$ cat config.mk
export PLATFORM = sky130hd
export DESIGN_NAME = mem_stage_lsu_flat
export DESIGN_NICKNAME = d
export VERILOG_FILES = /design/src/rtl/mem_stage_lsu_pkg.sv /design/src/rtl/mem_stage_lsu_if.sv /design/src/rtl/mem_stage_lsu_load_align.sv /design/src/rtl/mem_stage_lsu.sv /design/src/flat_wrapper.sv
export SDC_FILE = /design/constraint.sdc
export NUM_CORES = 1
export LEC_CHECK = 0
export CAP_MARGIN = 10
export CORE_AREA = 2 2 124 126
export DETAILED_ROUTE_END_ITERATION = 8
export DIE_AREA = 0 0 126 128
export DONT_BUFFER_PORTS = 1
export PLACE_DENSITY_LB_ADDON = 0.15
export SLEW_MARGIN = 20
export SYNTH_ARGS = -nofsm -noshare
export SYNTH_HDL_FRONTEND = slang
export SYNTH_HIERARCHICAL = 1
export SYNTH_SLANG_ARGS = --single-unit
$ cat constraint.sdc
create_clock -name clk -period 11 [get_ports clk]
set_input_delay 1.1 -clock clk [delete_from_list [all_inputs] [get_ports clk]]
set_output_delay 1.1 -clock clk [all_outputs]
set_load 0.005 [all_outputs]
$ cat src/rtl/mem_stage_lsu_pkg.sv
// Shared RV32I encodings, LSU state type and store-lane helpers for the memory stage.
package mem_stage_lsu_pkg;

  typedef enum logic [1:0] {
    RES_ALU  = 2'b00,
    RES_LOAD = 2'b01,
    RES_PC4  = 2'b10
  } result_src_t;

  typedef enum logic [2:0] {
    F3_LB  = 3'b000,
    F3_LH  = 3'b001,
    F3_LW  = 3'b010,
    F3_LBU = 3'b100,
    F3_LHU = 3'b101
  } load_f3_t;

  typedef enum logic [2:0] {
    F3_SB = 3'b000,
    F3_SH = 3'b001,
    F3_SW = 3'b010
  } store_f3_t;

  typedef enum logic {
    IDLE = 1'b0,
    BUSY = 1'b1
  } lsu_state_t;

  // Halfword lanes follow addr[1] only; a word store always enables every lane.
  function automatic logic [3:0] store_be(input logic [2:0] f3, input logic [1:0] off);
    case (f3)
      F3_SB:   store_be = 4'b0001 << off;
      F3_SH:   store_be = 4'b0011 << {off[1], 1'b0};
      default: store_be = 4'b1111;
    endcase
  endfunction

  function automatic logic [31:0] store_wdata(input logic [2:0] f3, input logic [31:0] rs2);
    case (f3)
      F3_SB:   store_wdata = {4{rs2[7:0]}};
      F3_SH:   store_wdata = {2{rs2[15:0]}};
      default: store_wdata = rs2;
    endcase
  endfunction

  // Low two funct3 bits give the access size for both loads and stores.
  function automatic logic is_misaligned(input logic [2:0] f3, input logic [1:0] off);
    case (f3[1:0])
      2'b01:   is_misaligned = off[0];
      2'b10:   is_misaligned = |off;
      default: is_misaligned = 1'b0;
    endcase
  endfunction

endpackage

$ cat src/rtl/mem_stage_lsu_if.sv
// Request/acknowledge data-memory bus between the memory stage (master) and data memory (slave).
interface mem_stage_lsu_if #(
  parameter int DATA_WIDTH = 32,
  parameter int ADDR_WIDTH = 32
);
  logic                    mem_req;
  logic                    mem_we;
  logic [ADDR_WIDTH-1:0]   mem_addr;
  logic [DATA_WIDTH/8-1:0] mem_be;
  logic [DATA_WIDTH-1:0]   mem_wdata;
  logic [DATA_WIDTH-1:0]   mem_rdata;
  logic                    mem_ack;

  modport master (
    output mem_req, mem_we, mem_addr, mem_be, mem_wdata,
    input  mem_rdata, mem_ack
  );

  modport slave (
    input  mem_req, mem_we, mem_addr, mem_be, mem_wdata,
    output mem_rdata, mem_ack
  );
endinterface

$ cat src/rtl/mem_stage_lsu_load_align.sv
// Load data formatter: picks the addressed byte/halfword from a read word and extends it.
module mem_stage_lsu_load_align
  import mem_stage_lsu_pkg::*;
(
  input  logic [31:0] rdata_i,
  input  logic [1:0]  addr_lo_i,
  input  logic [2:0]  funct3_i,
  output logic [31:0] data_o
);

  logic signed [7:0]  byte_s;
  logic signed [15:0] half_s;
  logic signed [31:0] byte_sx;
  logic signed [31:0] half_sx;

  always_comb begin
    byte_s  = rdata_i[{addr_lo_i, 3'b000} +: 8];
    half_s  = addr_lo_i[1] ? rdata_i[31:16] : rdata_i[15:0];
    byte_sx = 32'(byte_s);
    half_sx = 32'(half_s);
    case (funct3_i)
      F3_LB:   data_o = byte_sx;
      F3_LH:   data_o = half_sx;
      F3_LBU:  data_o = {24'd0, byte_s};
      F3_LHU:  data_o = {16'd0, half_s};
      default: data_o = rdata_i;
    endcase
  end

endmodule

$ cat src/rtl/mem_stage_lsu.sv
// RV32I memory stage: req/ack data access, upstream stall, MEM/WB register.
// Build option MISALIGN_TRAP_EN adds misalignW and suppresses misaligned accesses.
module mem_stage_lsu
  import mem_stage_lsu_pkg::*;
#(
  parameter int DATA_WIDTH = 32,
  parameter int ADDR_WIDTH = 32
) (
  input  logic                  clk,
  input  logic                  rst,
  input  logic                  RegWriteM,
  input  logic [1:0]            ResultSrcM,
  input  logic                  MemWriteM,
  input  logic [2:0]            funct3M,
  input  logic [ADDR_WIDTH-1:0] ALUResultM,
  input  logic [DATA_WIDTH-1:0] WriteDataM,
  input  logic [4:0]            RdM,
  input  logic [31:0]           PCPlus4M,
  output logic                  StallM,
  mem_stage_lsu_if.master       mem,
  output logic                  RegWriteW,
  output logic [1:0]            ResultSrcW,
  output logic [ADDR_WIDTH-1:0] ALUResultW,
  output logic [DATA_WIDTH-1:0] ReadDataW,
  output logic [4:0]            RdW,
`ifdef MISALIGN_TRAP_EN
  output logic                  misalignW,
`endif
  output logic [31:0]           PCPlus4W
);

  lsu_state_t            state_q;
  logic                  req_q, we_q;
  logic [ADDR_WIDTH-1:0] addr_q;
  logic [3:0]            be_q;
  logic [DATA_WIDTH-1:0] wdata_q;

  logic                  regwrite_q;
  logic [1:0]            resultsrc_q;
  logic [ADDR_WIDTH-1:0] aluresult_q;
  logic [DATA_WIDTH-1:0] readdata_q;
  logic [4:0]            rd_q;
  logic [31:0]           pcplus4_q;
  logic                  misalign_q;

  logic                  memop, misalign, access, busy_ack;
  logic [3:0]            be_d;
  logic [DATA_WIDTH-1:0] wdata_d;
  logic [DATA_WIDTH-1:0] rdata_fmt_d;

  assign memop = MemWriteM | (ResultSrcM == RES_LOAD);

`ifdef MISALIGN_TRAP_EN
  assign misalign = memop & is_misaligned(funct3M, ALUResultM[1:0]);
`else
  assign misalign = 1'b0;
`endif

  assign access   = memop & ~misalign;
  assign busy_ack = (state_q == BUSY) & mem.mem_ack;
  // Gated by rst so the stall drops the instant reset is asserted.
  assign StallM   = ~rst & access & ~busy_ack;

  assign be_d    = MemWriteM ? store_be(funct3M, ALUResultM[1:0]) : 4'b1111;
  assign wdata_d = store_wdata(funct3M, WriteDataM);

  mem_stage_lsu_load_align u_load_align (
    .rdata_i   (mem.mem_rdata),
    .addr_lo_i (ALUResultM[1:0]),
    .funct3_i  (funct3M),
    .data_o    (rdata_fmt_d)
  );

  always_ff @(posedge clk or posedge rst) begin
    if (rst) begin
      state_q     <= IDLE;
      req_q       <= 1'b0;
      we_q        <= 1'b0;
      addr_q      <= '0;
      be_q        <= '0;
      wdata_q     <= '0;
      regwrite_q  <= 1'b0;
      resultsrc_q <= '0;
      aluresult_q <= '0;
      readdata_q  <= '0;
      rd_q        <= '0;
      pcplus4_q   <= '0;
      misalign_q  <= 1'b0;
    end else begin
      misalign_q <= 1'b0;
      case (state_q)
        IDLE: begin
          if (access) begin
            state_q    <= BUSY;
            req_q      <= 1'b1;
            we_q       <= MemWriteM;
            addr_q     <= {ALUResultM[ADDR_WIDTH-1:2], 2'b00};
            be_q       <= be_d;
            wdata_q    <= wdata_d;
            regwrite_q <= 1'b0;
          end else begin
            // Plain ALU ops and trapped misaligned accesses pass straight to WB.
            regwrite_q  <= RegWriteM & ~misalign;
            resultsrc_q <= ResultSrcM;
            aluresult_q <= ALUResultM;
            readdata_q  <= '0;
            rd_q        <= RdM;
            pcplus4_q   <= PCPlus4M;
            misalign_q  <= misalign;
          end
        end
        BUSY: begin
          if (mem.mem_ack) begin
            state_q     <= IDLE;
            req_q       <= 1'b0;
            regwrite_q  <= RegWriteM;
            resultsrc_q <= ResultSrcM;
            aluresult_q <= ALUResultM;
            readdata_q  <= we_q ? '0 : rdata_fmt_d;
            rd_q        <= RdM;
            pcplus4_q   <= PCPlus4M;
          end else begin
            regwrite_q <= 1'b0;
          end
        end
        default: state_q <= IDLE;
      endcase
    end
  end

  assign mem.mem_req   = req_q;
  assign mem.mem_we    = we_q;
  assign mem.mem_addr  = addr_q;
  assign mem.mem_be    = be_q;
  assign mem.mem_wdata = wdata_q;

  assign RegWriteW  = regwrite_q;
  assign ResultSrcW = resultsrc_q;
  assign ALUResultW = aluresult_q;
  assign ReadDataW  = readdata_q;
  assign RdW        = rd_q;
  assign PCPlus4W   = pcplus4_q;
`ifdef MISALIGN_TRAP_EN
  assign misalignW  = misalign_q;
`else
  logic unused_misalign;
  assign unused_misalign = misalign_q;
`endif

endmodule

$ cat src/flat_wrapper.sv
// flat-port wrapper written by rule: the top's interface ports become plain ports
module mem_stage_lsu_flat import mem_stage_lsu_pkg::*;
#(
  parameter int DATA_WIDTH = 32,
  parameter int ADDR_WIDTH = 32
)
  (clk, rst, RegWriteM, ResultSrcM, MemWriteM, funct3M, ALUResultM, WriteDataM, RdM, PCPlus4M, StallM, RegWriteW, ResultSrcW, ALUResultW, ReadDataW, RdW, PCPlus4W, mem_mem_req, mem_mem_we, mem_mem_addr, mem_mem_be, mem_mem_wdata, mem_mem_rdata, mem_mem_ack);
  mem_stage_lsu_if #(.DATA_WIDTH(DATA_WIDTH), .ADDR_WIDTH(ADDR_WIDTH)) mem_i ();
  input  logic clk;
  input  logic rst;
  input  logic RegWriteM;
  input  logic [1:0] ResultSrcM;
  input  logic MemWriteM;
  input  logic [2:0] funct3M;
  input  logic [ADDR_WIDTH-1:0] ALUResultM;
  input  logic [DATA_WIDTH-1:0] WriteDataM;
  input  logic [4:0] RdM;
  input  logic [31:0] PCPlus4M;
  output logic StallM;
  output logic RegWriteW;
  output logic [1:0] ResultSrcW;
  output logic [ADDR_WIDTH-1:0] ALUResultW;
  output logic [DATA_WIDTH-1:0] ReadDataW;
  output logic [4:0] RdW;
  output logic [31:0] PCPlus4W;
  output wire logic [$bits(mem_i.mem_req)-1:0] mem_mem_req;
  output wire logic [$bits(mem_i.mem_we)-1:0] mem_mem_we;
  output wire logic [$bits(mem_i.mem_addr)-1:0] mem_mem_addr;
  output wire logic [$bits(mem_i.mem_be)-1:0] mem_mem_be;
  output wire logic [$bits(mem_i.mem_wdata)-1:0] mem_mem_wdata;
  input wire logic [$bits(mem_i.mem_rdata)-1:0] mem_mem_rdata;
  input wire logic [$bits(mem_i.mem_ack)-1:0] mem_mem_ack;
  assign mem_mem_req = mem_i.mem_req;
  assign mem_mem_we = mem_i.mem_we;
  assign mem_mem_addr = mem_i.mem_addr;
  assign mem_mem_be = mem_i.mem_be;
  assign mem_mem_wdata = mem_i.mem_wdata;
  assign mem_i.mem_rdata = mem_mem_rdata;
  assign mem_i.mem_ack = mem_mem_ack;
  mem_stage_lsu #(.DATA_WIDTH(DATA_WIDTH), .ADDR_WIDTH(ADDR_WIDTH)) u_core (.clk(clk), .rst(rst), .RegWriteM(RegWriteM), .ResultSrcM(ResultSrcM), .MemWriteM(MemWriteM), .funct3M(funct3M), .ALUResultM(ALUResultM), .WriteDataM(WriteDataM), .RdM(RdM), .PCPlus4M(PCPlus4M), .StallM(StallM), .mem(mem_i), .RegWriteW(RegWriteW), .ResultSrcW(ResultSrcW), .ALUResultW(ALUResultW), .ReadDataW(ReadDataW), .RdW(RdW), .PCPlus4W(PCPlus4W));
endmodule
Word level (Yosys, flattened, before mapping) --
Cells that the tools add are included.
Word-level totals: bits in registers 173, word-level logic and storage cells 63
Cells by class: eq/ne operators 7, shift-type cells 3, muxes and demuxes 30, bitwise gates (word level) 7, reduce and logical (&&, ||, !) cells 4
Operator list (number):
- $pmux 32 s2 | 4
- $mux 32 | 7
- $pmux 32 s4 | 1
- $shiftx 32x6->8 | 1
- $mux 16 | 1
- $mux 5 | 2
- $pmux 5 s2 | 1
- $pmux 4 s2 | 1
- $eq 3x3->1 const B | 2
- $mux 1 | 6
- $pmux 1 s2 | 3
- $reduce_and 2->1 | 3
- $mux 2 | 2
- $mux 4 | 1
- $ne 2x2->1 const B | 2
- $pmux 2 s2 | 1
- $shl 1x2->4 const A | 1
- $shl 2x2->4 const A | 1
- $and 1x1->1 | 3
- $eq 3x1->1 const B | 1
- $logic_not 3->1 | 1
- $not 1->1 | 3
- $eq 2x1->1 const B | 1
- $ne 2x1->1 const B | 1
- $or 1x1->1 | 1

Logic depth before layout (Yosys ltp) --
Gate-level depths: netlist (run 1).
depth in word-level cells 5, mapped depth 7, mapped depth without buffers 5

By module --
Netlist (run 1), hierarchy kept.
Modules (own cells, without submodules):
- mem_stage_lsu | instances 1, cells an instance 463, area an instance 7004.2 um^2, sequential area each 4329.2 um^2
- mem_stage_lsu_load_align | instances 1, cells an instance 118, area an instance 760.7 um^2, sequential area each 0.0 um^2

Worst setup path before layout (run 1) --
OpenSTA, ideal clock, no wires.
path kind in2out, start point in rst, end point out StallM, data arrival time 5.181 ns, required time 9.900 ns, setup slack 4.719 ns, stages on the path 2, cell sequence inv_1 -> o211a_1
On the way: longest elaborated chain between the ends 3
RTL lines:
- from (decl) | RTL line flat_wrapper.sv:10 | input logic rst;
- $not 1->1 | RTL line mem_stage_lsu.sv:62 | assign StallM = ~rst & access & ~busy_ack;
- $and 1x1->1 (2 in series) | RTL line mem_stage_lsu.sv:62
- to (decl) | RTL line flat_wrapper.sv:19 | output logic StallM;
Every way passes these cells.

Worst setup path after layout (run 1) --
Ends and elaborated chain as after synthesis.

==> results of run 1 <==
-- cell type report --
class	instances	area, um2
fill	1220	6533
sequential	173	4329
multi-input combinational	345	3062
clock buffer	20	436.7
tap	188	235.2
clock inverter	12	138.9
inverter	20	80.08
timing repair buffer	4	50.05
-- state kept, by name, indices dropped and copies added (netlist names) --
name,cells
u_core/ALUResultW,32
u_core/PCPlus4W,32
u_core/ReadDataW,32
u_core/mem.mem_wdata,32
u_core/mem.mem_addr,30
u_core/RdW,5
u_core/mem.mem_be,4
u_core/ResultSrcW,2
u_core/RegWriteW,1
u_core/mem.mem_req,1
u_core/mem.mem_we,1
u_core/state_q,1
-- worst paths after layout --
kind                       depth (start not counted)                     to  slack, ns                  start
min in group asynchronous                          1    u_core/PCPlus4W[14]       0.68                    rst
hold reg to reg                                    1  u_core/ALUResultW[27]       0.51  u_core/ALUResultW[27]
max in group asynchronous                          2  u_core/ALUResultW[10]       8.72                    rst
setup / recovery                                   2                 StallM       7.88                    rst
setup reg to reg                                   5    u_core/ReadDataW[8]       8.77         u_core/state_q
hold / removal                                     1  u_core/ALUResultW[27]       0.51  u_core/ALUResultW[27]
-- metal layers --
layer  vias up  routed length (um)  track usage
li1       2044                   -            -
met1      2284                7003       0.2711
met2       220                8895       0.3460
met3        26                1881      0.08890
met4         0                 352      0.08791
met5         -                   0            0
-- cell families (layout without fill, tap and decap cells) --
group	after synthesis	after routing	share of synthesized area
mux	173	173	0.2520
compound gates	89	89	0.08089
simple gates	81	81	0.05898
flops	173	173	0.5575
buf+inv	64	56	0.05011
other cells	1	2	0.0004829
-- cells in the mapped netlist, types with 2 or more instances --
cell and count:
inv_1 19, o21bai_1 3, o21ai_0 33, buf_4 8
nor2_1 2, mux2_2 92, mux2_4 7, a21oi_1 8
o22a_1 8, a22o_1 20, clkbuf_1 11, nand4_1 12
nor2b_1 7, buf_6 6, o211ai_1 5, buf_2 13
dfrtp_1 173, a2bb2oi_1 5, and2_1 2, nand2_1 23
buf_8 5, nand3_1 16, mux2_1 50, nand3b_1 9
mux2i_1 23, nand2b_1 3
-- per-stage QoR --
stage,util,hold WS [ns]
5_1_grt,0.5605,0.5242
4_1_cts,0.5587,0.5162
2_1_floorplan,-,0.4828
3_5_place_dp,0.5199,0.5023
3_3_place_gp,0.5199,0.5001
6_report,0.5605,0.5129
-- power groups by stage --
| stage | clock network, W | logic [W] | registers [W] |
|---|---|---|---|
| 2_1_floorplan | 0 | 0.000228 | 0.000868 |
| 3_3_place_gp | 0 | 0.000228 | 0.000916 |
| 3_5_place_dp | 0 | 0.000240 | 0.000918 |
| 4_1_cts | 0.000600 | 0.000241 | 0.000907 |
| 5_1_grt | 0.000628 | 0.000266 | 0.000920 |
| 6_report | 0.000590 | 0.000241 | 0.000903 |
-- placed cells by master, fill, tap and decap left out, types with 9 or more instances in the layout --
cell and instances:
dfrtp_1 173, mux2_2 92, mux2_1 50, o21ai_0 33, mux2i_1 23, nand2_1 23, a22o_1 20, inv_1 18
clkbuf_16 17, nand3_1 16, nand4_1 12, nand3b_1 9
==> results.sh, run 1 <==
export IMPL_finalHoldViolations=0
export IMPL_cp_data_arrival_time_ns=2.02
export IMPL_cts_root_to_sink_buffers=2
export IMPL_synth_edff_count=0
export IMPL_fin_ws_ns=7.879
export IMPL_cts_num_sinks=173
export IMPL_timing_critical_path_slowest_stage_cell="inv_6"
export IMPL_detail_route_iter0_violations=303
export IMPL_first_pass_iters=4
export IMPL_synthTopCellsByArea="dfrtp_1 56%, mux2_2 13%, mux2_1 7.3%"
export IMPL_ios=318
export IMPL_combinationalPowerShare=0.139
export IMPL_antenna_found_initial=0
export IMPL_synth_top_flop_cell="dfrtp_1"
export IMPL_ys_seq_area_frac=0.5575
export IMPL_postSynth_asyncResetShare=1.000
export IMPL_hpwlAfterDp_mm=12.81
export IMPL_power_density_over_the_cells_mw_per_mm2=208.1
export IMPL_fin_area_mm2=0.008332
export IMPL_netlist_cell_type_count=44
export IMPL_cts_root_buffer_cell="clkbuf_16"
export IMPL_worst_clock_skew_ns=0.01479
export IMPL_p_switching_w=0.0004813
export IMPL_cts_setup_buffers=0
export IMPL_flow_area_growth_from_synthesis_pct=7.299
export IMPL_gp_congestion=0.7835
export IMPL_cp_data_required_time_ns=9.90
export IMPL_setup_violations=0
export IMPL_maximum_number_of_pins_on_one_net_before_global_route_repair=95
export IMPL_finalWirelength_mm=18.13
export IMPL_drive_gt1_frac=0.2474
export IMPL_worst_skew_pair_late_latency_ns=0.43
export IMPL_critPathLaunchType="primary input"
export IMPL_tritoncts_clock_tree="done"
export IMPL_numPortBuffers=0
export IMPL_worst_path_buf_inv=1
export IMPL_power_share_sequential=0.521
export IMPL_design_die_area_mm2=0.01613
export IMPL_antenna_diode_count=0
export IMPL_syn_cell_area_mm2=0.007765
export IMPL_htree_num_levels=4
export IMPL_grt_setup_unrepaired="no"
export IMPL_timing_fmax_mhz=320.4
export IMPL_cts_clk_slew_worst_paths_ns=0.06
export IMPL_quantity_of_gates_resized_following_cts=0
export IMPL_synthDominantAreaCellType="dfrtp_1"
export IMPL_netSwitchingFraction=0.2776
export IMPL_nNetsFinal=704
export IMPL_ys_warnings_count=6
export IMPL_route_detailed_drc=0
export IMPL_slew_viol_final=0
export IMPL_timing_critical_path_slowest_cell_delay_ns=0.55
export IMPL_wl_per_cell_um=23.80
export IMPL_endpoint_kind="primary output"
export IMPL_crit_path_cell_trace="inv_6, o211a_1"
export IMPL_run_status="finished clean"
export IMPL_initial_utilization=0.5224
export IMPL_setup_ws_pre_cts_ns=7.845
export IMPL_antenna_violating_nets_post_route=0
export IMPL_timing_worst_setup_path_type="in2out"
export IMPL_max_vdd_ir_drop_mv=0.1024
export IMPL_worst_path_maximum_fanout=94
export IMPL_tightestPinTransition_ns=0.9765
export IMPL_route_vias_total=4574
export IMPL_final_setup_tns_ns=0
export IMPL_die_w_um=126
export IMPL_postSynthCellCount=581
export IMPL_grt_pass1_wl_mm=27.30
export IMPL_maxCapViolCount=0
export IMPL_synth_seq_cells=173
export IMPL_rows=45
export IMPL_power_leakage_nw=3.637
export IMPL_grt_overflow_total=0
export IMPL_synth_top_cell_area_share=0.5575
export IMPL_globalRouteTotalUtil=0.2194
export IMPL_worst_max_slew_margin_expressed_relative_to_the_limit=0.3490
export IMPL_via_per_inst=6.003
export IMPL_syn_mean_instance_area_um2=13.36
export IMPL_final_period_utilization=0.2838
export IMPL_timing_critical_path_max_delay_family="buffers and inverters"
export IMPL_first_global_vias=4645
export IMPL_final_cell_count_no_fill=762
export IMPL_placedCellCount=729
export IMPL_power_clock_fraction=0.341
export IMPL_finalPower_w=0.001734
export IMPL_finalCriticalPeriod_ns=3.121
export IMPL_cts_buffers_inserted=17
export IMPL_placement_cell_area_mm2=0.007729
export IMPL_cts_hold_buf=0
export IMPL_core_mm2=0.01486
export IMPL_hold_path_class="reg2reg"
export IMPL_intPower_w=0.001252
export IMPL_die_height_um=128
No activity file was read; power rests on OpenSTA's default activity.
==> run 2, diff against run 1 <==
==> constraint.sdc (replaced) <==
create_clock -name clk -period 3.2 [get_ports clk]
set_input_delay 0.32 -clock clk [delete_from_list [all_inputs] [get_ports clk]]
set_output_delay 0.32 -clock clk [all_outputs]
set_load 0.005 [all_outputs]
==> run 2 against run 1 <==
Worst setup slack worse by 6.9 ns. Clock skew shrank 0.0047 ns. Register-to-register slack got worse by 7.8 ns. Sequential power rose to 3.4 times the previous value. Critical path depth rose by 1. Combinational power grew to 3.4 times the previous value. First-iteration DRC count is 13% lower. Largest cell class unchanged. Non-clock buffer count increased by 2. Power rose to 3.5 times the previous value. Global-route usage is 0.44 points higher.
==> results.sh, run 2 (same netlist as run 1, synthesis figures left out) <==
export IMPL_die_height_um=128
export IMPL_cts_root_to_sink_buffers=2
export IMPL_nFillCells=1265
export IMPL_final_setup_tns_ns=0
export IMPL_maxCapViolCount=0
export IMPL_layout_common_cells="173 x dfrtp_1, 92 x mux2_2, 50 x mux2_1, 33 x o21ai_0"
export IMPL_worst_clock_skew_ns=0.01006
export IMPL_die_w_um=126
export IMPL_drive_gt1_frac=0.2500
export IMPL_worst_skew_pair_late_latency_ns=0.42
export IMPL_hold_path_startpoint="RegWriteM"
export IMPL_antenna_diode_count=0
export IMPL_htree_num_levels=4
export IMPL_crit_path_cell_trace="o31ai_4, buf_4, mux2_2"
export IMPL_tightestPinTransition_ns=0.8488
export IMPL_power_leakage_nw=3.657
export IMPL_nNetsFinal=706
export IMPL_gp_congestion=0.8252
export IMPL_cts_setup_buffers=0
export IMPL_finalWirelength_mm=18.14
export IMPL_route_vias_total=4599
export IMPL_antenna_found_initial=0
export IMPL_tritoncts_clock_tree="done"
export IMPL_endpoint_kind="register"
export IMPL_globalRouteTotalUtil=0.2238
export IMPL_timing_worst_setup_path_type="reg2reg"
export IMPL_cp_startpoint="u_core/state_q"
export IMPL_finalCoreUtilization=0.5627
export IMPL_finalCriticalPeriod_ns=2.255
export IMPL_hold_path_class="in2reg"
export IMPL_finalPower_w=0.006000
export IMPL_core_mm2=0.01486
export IMPL_max_vdd_ir_drop_mv=0.3862
export IMPL_cts_num_sinks=173
export IMPL_cts_clk_slew_worst_paths_ns=0.06
export IMPL_placedCellCount=731
export IMPL_regToRegStartpoint="u_core/state_q"
export IMPL_grt_overflow_total=0
export IMPL_power_density_over_the_cells_mw_per_mm2=717.3
export IMPL_worst_max_slew_margin_expressed_relative_to_the_limit=0.4341
export IMPL_timing_critical_path_slowest_stage_cell="dfrtp_1"
export IMPL_cp_data_arrival_time_ns=2.56
export IMPL_slew_viol_final=0
export IMPL_timing_fmax_mhz=443.4
export IMPL_rows=45
export IMPL_run_status="finished clean"
export IMPL_detail_route_iter0_violations=265
export IMPL_via_per_inst=6.020
export IMPL_timing_critical_path_slowest_cell_delay_ns=0.60
export IMPL_ios=318
export IMPL_setup_violations=0
export IMPL_final_period_utilization=0.7048
export IMPL_design_die_area_mm2=0.01613
export IMPL_numPortBuffers=0
export IMPL_grt_setup_unrepaired="no"
export IMPL_antenna_violating_nets_post_route=0
export IMPL_finalHoldViolations=0
export IMPL_ff2ff_setup_slack_ns=0.94
export IMPL_first_pass_iters=5
export IMPL_initial_utilization=0.5224
export IMPL_flow_area_growth_from_synthesis_pct=7.718
export IMPL_hpwlAfterDp_mm=12.92
export IMPL_final_cell_count_no_fill=764
export IMPL_grt_pass1_wl_mm=27.90
export IMPL_worst_path_maximum_fanout=35
export IMPL_mostFrequentLayoutCell="dfrtp_1"
export IMPL_cp_data_required_time_ns=3.50
export IMPL_wl_per_cell_um=23.74
export IMPL_critPathLaunchType="register"
export IMPL_cts_buffers_inserted=17
export IMPL_first_global_vias=4827
export IMPL_route_detailed_drc=0
export IMPL_cts_root_buffer_cell="clkbuf_16"
export IMPL_maximum_number_of_pins_on_one_net_before_global_route_repair=122
## run 2: cell count changes in the layout (fill, tap and decap cells not counted), sizes merged
cell | previous run | this run
buf | 4 | 5
clkinv | 4 | 2
clkinvlp | 3 | 2
clkbuf | 20 | 22
dlygate4sd3 | 0 | 1
inv | 23 | 24
## run 2: critical path: cells and delay by family (launching register included)
kind,cells,cell delay (ns)
AO/OA/AOI/OAI,1,0.59
buffers and inverters,1,0.52
flip-flops,1,0.60
multiplexers,1,0.39
## run 2: where the power goes
group,leakage [nW],internal [W],switching [W]
clock,0.293,0.00123,0.000848
combinational,1.29,0.000467,0.000354
sequential,2.07,0.00268,0.000428
## run 2: worst paths after layout
path                                           to  cells after the start
max reg2reg                   u_core/PCPlus4W[15]                      3
min reg2reg                 u_core/ALUResultW[17]                      1
min                              u_core/RegWriteW                      1
max in group asynchronous  u_core/mem.mem_addr[8]                      3
min in group asynchronous    u_core/ResultSrcW[1]                      2
max                           u_core/PCPlus4W[15]                      3
## run 2: cell type report
class	instances	area, um2	share of cell area
repair buffers	6	60.06	0.007180
clock inverters	10	125.1	0.01496
inverters	20	78.83	0.009424
clock buffers	22	474.2	0.05669
flip-flops and latches	173	4329	0.5176
well taps	188	235.2	0.02812
multi-input cells	345	3062	0.3660
## run 2: per-layer routing
| layer | routed length, um | vias to the layer above | GRT usage |
|---|---|---|---|
| li1 | - | 2045 | - |
| met3 | 2076 | 25 | 0.1014 |
| met1 | 6720 | 2303 | 0.2708 |
| met5 | 0 | - | 0 |
| met4 | 287 | 0 | 0.07563 |
| met2 | 9057 | 226 | 0.3583 |
## run 2: what timing repair did
item,in CTS,in global routing
gates resized for setup,0,0
endpoints found under the hold margin,21,0
setup endpoints to repair,0,0
hold buffers,1,0
## run 2: stage by stage
step	hold WS [ns]	setup WS [ns]	area (um2)
5_1_grt	0.01186	0.7962	8364
4_1_cts	0.006902	0.9473	8364
6_report	0.02733	0.9446	8364
3_5_place_dp	0.2869	0.9548	7755
3_3_place_gp	0.2807	1.036	7755
2_1_floorplan	0.4486	-0.2462	7772
